## config.mk

```make
export PLATFORM = sky130hd
export DESIGN_NAME = capture_period_meter_flat
export DESIGN_NICKNAME = d
export VERILOG_FILES = /design/src/rtl/capture_pkg.sv /design/src/rtl/capture_period_meter_if.sv /design/src/rtl/period_minmax.sv /design/src/rtl/capture_period_meter.sv /design/src/flat_wrapper.sv
export SDC_FILE = /design/constraint.sdc
export NUM_CORES = 1
export LEC_CHECK = 0
export BUFFER_PORTS_ARGS = -buffer_cell sky130_fd_sc_hd__buf_2
export CAP_MARGIN = 5
export CORE_MARGIN = 5
export CORE_UTILIZATION = 35
export DETAILED_ROUTE_END_ITERATION = 8
export PLACE_DENSITY_LB_ADDON = 0.2
export SYNTH_ARGS = -nofsm -noshare
export SYNTH_HDL_FRONTEND = slang
export SYNTH_SLANG_ARGS = --single-unit
export TNS_END_PERCENT = 50
```

## constraint.sdc

```tcl
create_clock -name clk -period 3.2 [get_ports clk]
set_input_delay 0 -clock clk [delete_from_list [all_inputs] [get_ports clk]]
set_output_delay 0 -clock clk [all_outputs]
set_load 0.03 [all_outputs]
```

## src/rtl/capture_pkg.sv

```systemverilog
// capture_pkg
//   Definitions shared by input_capture and its downstream consumers:
//   the handshake FSM state encoding and the default capture counter width.
package capture_pkg;

    // Default width of the capture counter value and of every period output.
    localparam int CAP_WIDTH = 8;

    // Handshake states of the capture consumer.
    typedef enum logic [1:0] {
        IDLE     = 2'd0,
        ACK      = 2'd1,
        WAIT_CLR = 2'd2,
        UPDATE   = 2'd3
    } cap_state_t;

endpackage

```

## src/rtl/capture_period_meter_if.sv

```systemverilog
// capture_period_meter_if
//   Handshake bundle between the input_capture unit and its consumer.
//   Signals:
//     val        - captured counter value, held while intFlag is high
//     intFlag    - capture interrupt, level, held until acknowledged
//     rstIntFlag - acknowledge pulse back to the capture unit
//     rstVal     - clear pulse for the capture unit's held value
//   Modports:
//     master - the capture unit side (drives val/intFlag)
//     slave  - the consumer side (drives rstIntFlag/rstVal)
interface capture_period_meter_if
    import capture_pkg::*;
#(
    parameter int WIDTH = CAP_WIDTH
);

    logic [WIDTH-1:0] val;
    logic             intFlag;
    logic             rstIntFlag;
    logic             rstVal;

    modport master (
        output val,
        output intFlag,
        input  rstIntFlag,
        input  rstVal
    );

    modport slave (
        input  val,
        input  intFlag,
        output rstIntFlag,
        output rstVal
    );

endinterface

```

## src/rtl/period_minmax.sv

```systemverilog
// period_minmax
//   Running minimum/maximum of the measured periods, compared as unsigned.
//   Ports:
//     clk, rst - clock and synchronous active-high reset
//     clr      - restart tracking (min to all ones, max to zero)
//     upd      - fold 'value' into the running min/max this cycle
//     value    - newly computed period
//     min_val  - smallest period seen since reset/clear
//     max_val  - largest period seen since reset/clear
module period_minmax
    import capture_pkg::*;
#(
    parameter int WIDTH = CAP_WIDTH
) (
    input  logic             clk,
    input  logic             rst,
    input  logic             clr,
    input  logic             upd,
    input  logic [WIDTH-1:0] value,
    output logic [WIDTH-1:0] min_val,
    output logic [WIDTH-1:0] max_val
);

    // Min starts at all ones and max at zero so the first period becomes both.
    always_ff @(posedge clk) begin
        if (rst || clr) begin
            min_val <= '1;
            max_val <= '0;
        end else if (upd) begin
            if (value < min_val) begin
                min_val <= value;
            end
            if (value > max_val) begin
                max_val <= value;
            end
        end
    end

endmodule

```

## src/rtl/capture_period_meter.sv

```systemverilog
// capture_period_meter
//   Services the input_capture interrupt: latches the captured value,
//   acknowledges it with rstIntFlag, and measures the modulo-2^WIDTH period
//   between successive captures with running min/max tracking. A host clear
//   restarts the measurement and pulses rstVal to the capture unit.
//   Ports:
//     clk, rst     - clock and synchronous active-high reset
//     cap          - capture unit handshake (slave side)
//     en           - measurement enable, only gates the start of a capture
//     clr          - host clear request, single-cycle pulse
//     period       - last computed period
//     period_valid - one-cycle strobe when period is updated
//     period_min   - smallest period since reset/clear
//     period_max   - largest period since reset/clear
//     ack_err      - sticky: intFlag did not drop within ACK_TIMEOUT cycles
module capture_period_meter
    import capture_pkg::*;
#(
    parameter int WIDTH       = CAP_WIDTH,
    parameter int ACK_TIMEOUT = 15
) (
    input  logic                    clk,
    input  logic                    rst,
    capture_period_meter_if.slave   cap,
    input  logic                    en,
    input  logic                    clr,
    output logic [WIDTH-1:0]        period,
    output logic                    period_valid,
    output logic [WIDTH-1:0]        period_min,
    output logic [WIDTH-1:0]        period_max,
    output logic                    ack_err
);

    localparam int CW = $clog2(ACK_TIMEOUT + 1);

    cap_state_t       state;
    cap_state_t       next_state;
    logic             timeout;
    logic [CW-1:0]    tmo_cnt;
    logic [WIDTH-1:0] cur;
    logic [WIDTH-1:0] prev;
    logic             have_prev;
    logic [WIDTH-1:0] diff;
    logic             minmax_upd;

    // Borrow is dropped, so a counter wrap between captures still measures right.
    assign diff       = cur - prev;
    assign minmax_upd = (state == UPDATE) && have_prev && !clr;

    // Next-state logic; a clear request overrides whatever the FSM would do.
    always_comb begin
        next_state = state;
        timeout    = 1'b0;
        case (state)
            IDLE: begin
                if (en && cap.intFlag) begin
                    next_state = ACK;
                end
            end
            ACK: begin
                next_state = WAIT_CLR;
            end
            WAIT_CLR: begin
                if (!cap.intFlag) begin
                    next_state = UPDATE;
                end else if (tmo_cnt == CW'(ACK_TIMEOUT - 1)) begin
                    next_state = ACK;
                    timeout    = 1'b1;
                end
            end
            UPDATE: begin
                next_state = IDLE;
            end
            default: begin
                next_state = IDLE;
            end
        endcase
        if (clr) begin
            next_state = IDLE;
        end
    end

    // State register.
    always_ff @(posedge clk) begin
        if (rst) begin
            state <= IDLE;
        end else begin
            state <= next_state;
        end
    end

    // Datapath and registered outputs. rstIntFlag is registered from the
    // next state so it is high exactly during each ACK cycle, including the
    // re-acknowledge after a timeout.
    always_ff @(posedge clk) begin
        if (rst) begin
            cur          <= '0;
            prev         <= '0;
            have_prev    <= 1'b0;
            tmo_cnt      <= '0;
            period       <= '0;
            period_valid <= 1'b0;
            ack_err      <= 1'b0;
            cap.rstIntFlag <= 1'b0;
            cap.rstVal     <= 1'b0;
        end else begin
            period_valid   <= 1'b0;
            cap.rstVal     <= clr;
            cap.rstIntFlag <= (next_state == ACK);
            if (clr) begin
                have_prev <= 1'b0;
                ack_err   <= 1'b0;
            end else begin
                case (state)
                    IDLE: begin
                        if (en && cap.intFlag) begin
                            cur <= cap.val;
                        end
                    end
                    ACK: begin
                        tmo_cnt <= '0;
                    end
                    WAIT_CLR: begin
                        if (cap.intFlag) begin
                            tmo_cnt <= tmo_cnt + 1'b1;
                            if (timeout) begin
                                ack_err <= 1'b1;
                            end
                        end
                    end
                    UPDATE: begin
                        if (have_prev) begin
                            period       <= diff;
                            period_valid <= 1'b1;
                        end
                        prev      <= cur;
                        have_prev <= 1'b1;
                    end
                    default: begin
                    end
                endcase
            end
        end
    end

    period_minmax #(
        .WIDTH (WIDTH)
    ) u_minmax (
        .clk     (clk),
        .rst     (rst),
        .clr     (clr),
        .upd     (minmax_upd),
        .value   (diff),
        .min_val (period_min),
        .max_val (period_max)
    );

endmodule

```

## src/flat_wrapper.sv

```systemverilog
// flat-port wrapper written by rule: the top's interface ports become plain ports
module capture_period_meter_flat import capture_pkg::*;
#(
    parameter int WIDTH       = CAP_WIDTH,
    parameter int ACK_TIMEOUT = 15
)
  (clk, rst, en, clr, period, period_valid, period_min, period_max, ack_err, cap_val, cap_intFlag, cap_rstIntFlag, cap_rstVal);
  capture_period_meter_if #(.WIDTH(WIDTH)) cap_i ();
  input  logic clk;
  input  logic rst;
  input  logic en;
  input  logic clr;
  output logic [WIDTH-1:0] period;
  output logic period_valid;
  output logic [WIDTH-1:0] period_min;
  output logic [WIDTH-1:0] period_max;
  output logic ack_err;
  input wire logic [$bits(cap_i.val)-1:0] cap_val;
  input wire logic [$bits(cap_i.intFlag)-1:0] cap_intFlag;
  output wire logic [$bits(cap_i.rstIntFlag)-1:0] cap_rstIntFlag;
  output wire logic [$bits(cap_i.rstVal)-1:0] cap_rstVal;
  assign cap_i.val = cap_val;
  assign cap_i.intFlag = cap_intFlag;
  assign cap_rstIntFlag = cap_i.rstIntFlag;
  assign cap_rstVal = cap_i.rstVal;
  capture_period_meter #(.WIDTH(WIDTH), .ACK_TIMEOUT(ACK_TIMEOUT)) u_core (.clk(clk), .rst(rst), .cap(cap_i), .en(en), .clr(clr), .period(period), .period_valid(period_valid), .period_min(period_min), .period_max(period_max), .ack_err(ack_err));
endmodule
```

# After elaboration in Yosys (flattened, before gate mapping)
# Index checks and enable logic that the tools add are counted.
[word_totals] regBits=51 latchBits=0 ram_bits=0 mem_bits_ro=0 input_bits=13 out_inout_bits=28 elab_cells=51 n_memories=0
[classes] add_sub_neg=2 multipliers=0 div=0 magnitude_cmp=2 eq_ne=6 shift=0 n_mux=11 bitwise=2 reduce_logical=16
[ops] cell="$reduce_and A3 Y1" n=4
[ops] cell="$gt A8 B8 Y1" n=1
[ops] cell="$lt A8 B8 Y1" n=1
[ops] cell="$mux W2" n=4
[ops] cell="$pmux W2 S4" n=1
[ops] cell="$pmux W4 S2" n=1
[ops] cell="$sub A8 B8 Y8" n=1
[ops] cell="$reduce_and A2 Y1" n=3
[ops] cell="$add A4 B1 Y4 const B" n=1
[ops] cell="$eq A2 B1 Y1 const B" n=2
[ops] cell="$eq A2 B2 Y1 const B" n=2
[ops] cell="$eq A4 B4 Y1 const B" n=1
[ops] cell="$mux W1" n=4
[ops] cell="$mux W4" n=1
[ops] cell="$logic_and A1 B1 Y1" n=3
[ops] cell="$reduce_or A3 Y1" n=1
[ops] cell="$logic_not A2 Y1" n=1
[ops] cell="$ne A2 B2 Y1 const B" n=1
[ops] cell="$not A1 Y1" n=2
[ops] cell="$reduce_bool A2 Y1" n=1
[ops] cell="$reduce_or A2 Y1" n=1
[ops] cell="$logic_not A1 Y1" n=1
[ops] cell="$logic_or A1 B1 Y1" n=1

# Logic depth before layout (Yosys ltp)
[logic_depth] depth_word=6 ltp_mapped=16 depth_no_buf=15

# By module
# From an unflattened synthesis, not the netlist that was laid out.
[hier_totals] cells_unflattened=323 hier_area_um2=2856.5
[by_module_without_submodules] module="capture_period_meter" n_inst=1 cells_per_inst=199 area_each_um2=1799.2 seq_area_each_um2=700.7
[by_module_without_submodules] module="period_minmax" n_inst=1 cells_per_inst=124 area_each_um2=1057.3 seq_area_each_um2=320.3

# Worst setup path after synthesis
# No wires, ideal clock.
[synth_path] path_type="register to register" from="register u_core.cur[0]" to="register u_core.u_minmax.min_val[6]" setup_ns=0.079 arrival_time_ns=2.894 required_ns=3.121 setup_slack_ns=0.227 path_stages_with_launch=17 path_buffers=2 synth_period_minus_slack_ns=2.973 cell_sequence="dfxtp_1 inv_1 ha_1 inv_1 fa_1 a211oi_1 o21bai_1 a21oi_1 xnor2_1 ha_1 and4_1 a221oi_1 and3_1 buf_6 buf_6 nand2_1 o211ai_1"
[synth_via] elab_chain_len=3
[synth_lines] element="from (decl)" line="capture_period_meter.sv:40" text="logic [WIDTH-1:0] cur;"
[synth_lines] element="from (signal assigned)" line="capture_period_meter.sv:117" text="cur <= cap.val;"
[synth_lines] element="$sub A8 B8 Y8 *" line="capture_period_meter.sv:47" text="assign diff = cur - prev;"
[synth_lines] element="named net u_core.diff[6]" line="capture_period_meter.sv:43" text="logic [WIDTH-1:0] diff;"
[synth_lines] element="$lt A8 B8 Y1" line="period_minmax.sv:30" text="if (value < min_val) begin"
[synth_lines] element="$reduce_and A2 Y1 (no source line)"
[synth_lines] element="to (signal assigned)" line="period_minmax.sv:31" text="min_val <= value;"
[synth_lines] element="to (decl)" line="period_minmax.sv:20" text="output logic [WIDTH-1:0] min_val,"
# The timed path passes the listed nets; every way through them passes the cells marked *.
# A chain may end at the register's enable or synchronous reset.

# Worst setup path after layout
[layout_path] from="register u_core.prev[2]" to="register u_core.u_minmax.max_val[4]"
[layout_via] elab_chain_len=3
[layout_lines] element="from (decl)" line="capture_period_meter.sv:41" text="logic [WIDTH-1:0] prev;"
[layout_lines] element="from (signal assigned)" line="capture_period_meter.sv:136" text="prev <= cur;"
[layout_lines] element="$sub A8 B8 Y8" line="capture_period_meter.sv:47"
[layout_lines] element="named net u_core.diff[7]" line="capture_period_meter.sv:43"
[layout_lines] element="$gt A8 B8 Y1" line="period_minmax.sv:33" text="if (value > max_val) begin"
[layout_lines] element="$reduce_and A2 Y1 (no source line)"
[layout_lines] element="to (signal assigned)" line="period_minmax.sv:34" text="max_val <= value;"
[layout_lines] element="to (decl)" line="period_minmax.sv:21" text="output logic [WIDTH-1:0] max_val"
# The timed path passes the listed nets, and every way through them passes these cells.

==> out/metrics.cfg <==
[timing]
worstMarginPinSlew_ns=0.724
finalHoldViolCount=0
slew-limit-headroom=0.514
min_period_ns=3.03
finClkSkew_ns=0.0104
drv_slew=0
setup_ws_ns=0.169
max_freq_mhz=330
finalSetupViolCount=0
finalCritPeriodShare=0.947

[clock_tree]
clkSlewWorstSetupHoldPaths_ns=0.09
clk_latency_ns=0.30
cts_buffer_depth=2
clock-root-buffer=clkbuf_8
post-cts-setup-buffers=0
cts_buffers=5
cts_tree=built
cts.sinks=51
htreeDepth=2

[synthesis]
syn_area_sq_um=2590
synth_cells=296
synth.largest_area_cell=dfxtp_1
syn_area_per_cell_sq_um=8.75
ys.flop_type=dfxtp_1
synth_top_cells_by_count=dfxtp_1, nand2_1, nor2_1
synth_edf_count=0
synth_top_area_frac=0.394
ys_warn_count=0
async_flop_share=0
synthTopCellsByArea=dfxtp_1, ha_1, nand2_1, mux2i_1, a21oi_1
synth_cell_types=41
ys_ff_latch=51
syn-num-nets=334
yosysSeqAreaShare=0.394
yosysMostFrequentCell=dfxtp_1

[drt]
dr.pass1.iters=4
totalWireLength_um=5820
vias=2118
drc=0
wl_per_cell_um=12.8
via_per_inst=4.68
drt_iter0_markers=40
final_antenna_net_count=0

[power]
power.density_nw_per_um2=387
vdd_drop_max_mv=0.199
p_leak_nw=1.44

[finish]
nFillCells=753
final_util=0.442
fin_cells=453
antenna_cells=0
drive_above_1_share=0.215
layout.nets=392
area_growth_pct=23.1

[setup_path]
crit_type=flip-flop to flip-flop
crit_chain=inv_1 > ha_1 > nor2_1 > a211oi_2 > a2111oi_2 > a2bb2oi_2 > ha_1 > a21oi_1 > o21ai_0 > o21a_1 > o21ai_4 > buf_12 > mux2i_1 > nor2_1
critPathBufInv=2
cp.arrival_ns=3.22
path_delay_family=compound AO/OA/AOI/OAI gates
cp_data_required_time_ns=3.39
slowest_stage=a2111oi_2
critPathMaxFanout=9
endpoint_kind=flip-flop
r2r_slack_ns=0.17
cp_slowest_stage_delay_ns=0.39
start_kind=flip-flop

[grt]
grt_usage=0.133
grt_pass1_vias=2001
grt_pass1_wl_um=9660
grt_max_degree=32
globalRouteOverflowTotal=0
antenna_found_initial=0

[floorplanning]
rows=31
die_area_sq_um=9220
start_util=0.359
dieHeight_um=96.0
io_pins=41
core-area_sq_um=7210
die_w_um=96.0

[place]
routabilityCongestion=0.787
dp_cells=438
dp_slack_ns=0.0448
port_buffers=40
dp_hpwl_um=4280

[outcome]
outcome=finished clean

[worst_hold_path]
hold_class=input port to flip-flop

[job]
cap_violations=0

[cell families (layout without fill, tap and decap cells)]
family	count (synthesis)	in the layout	synth area share
simple gates	102	102	0.181
compound gates	59	59	0.148
flops	51	51	0.394
buf+inv	35	93	0.0643
fa+ha+maj	25	25	0.124
mux	16	16	0.0618
xor+xnor	8	8	0.0271
[sequential cells by signal (all words and copies together), names as in the netlist, 2 cells and up]
name                     cells
u_core.tmo_cnt               4
u_core.u_minmax.min_val      8
u_core.cur                   8
u_core.u_minmax.max_val      8
u_core.prev                  8
u_core.period                8
u_core.state                 2
[metrics by stage]
stage	cell area, sq um	hold WS, ns	setup TNS [ns]	total power, mW
final	3190	0.0278	0	1.23
after global routing	3190	0.0441	-0.0363	1.30
after CTS	3140	0.0151	0	1.25
after detailed placement	2960	0.243	0	0.806
after global placement	2960	0.234	0	0.805
after floorplan	2590	0.128	0	0.753
[report_power, final]
group	internal (mW)	switching [mW]	total, mW	leakage (nW)
Clock	0.229	0.199	0.428	0.0513
Sequential	0.639	0.00493	0.644	0.412
Combinational	0.0752	0.0873	0.162	0.980
Total	0.944	0.291	1.23	1.44
[path summary, 6_finish.rpt]
check / to / startpoint / cells past startpoint
setup / recovery: u_core.u_minmax.max_val[4]$_SDFFE_PP0P_ / u_core.prev[2]$_SDFFE_PP0P_ / 14
hold / removal: u_core.ack_err$_SDFFE_PP0P_ / cap_intFlag / 3
setup reg to reg: u_core.u_minmax.max_val[4]$_SDFFE_PP0P_ / u_core.prev[2]$_SDFFE_PP0P_ / 14
hold reg to reg: u_core.prev[2]$_SDFFE_PP0P_ / u_core.prev[2]$_SDFFE_PP0P_ / 2
[metal layers]
metal / track usage / wire (um) / up-vias
met5: 0 / 0 / -
met4: 0.0355 / 66 / 0
met3: 0.0274 / 284 / 7
met2: 0.209 / 2550 / 45
met1: 0.184 / 2920 / 949
li1: - / - / 1117
[layout by cell type (no fill, tap or decap), drive strengths merged, types with 8 or more instances in the layout]
master        n
o211ai        8
inv          24
mux2i        16
a21oi        27
dlygate4sd3   8
dfxtp        51
nor2         35
buf          54
ha           24
nand2        44
[worst min-delay path: cells and delay by family]
family | cells | cell delay (ns)
buffers and inverters | 1 | 0.13
AOI/OAI and AO/OA | 1 | 0.08
and+or+nand+nor | 1 | 0.08
[area by class of cell]
class,count,area [sq um],share of cell area
Multi-Input combinational cell,210,1450,0.456
Sequential cell,51,1020,0.320
Timing Repair Buffer,62,398,0.125
Tap cell,99,124,0.0389
Inverter,24,90.1,0.0283
Clock buffer,6,72.6,0.0228
Clock inverter,1,30.0,0.00942
[repair_timing]
item                                   in CTS  in global routing
setup endpoints to repair                   1                 16
pin swaps                                   1                  5
resized for setup                           0                 11
hold buffers                                8                  0
endpoints found under the hold margin       8                  0
No activity file was read; power rests on OpenSTA's default activity.
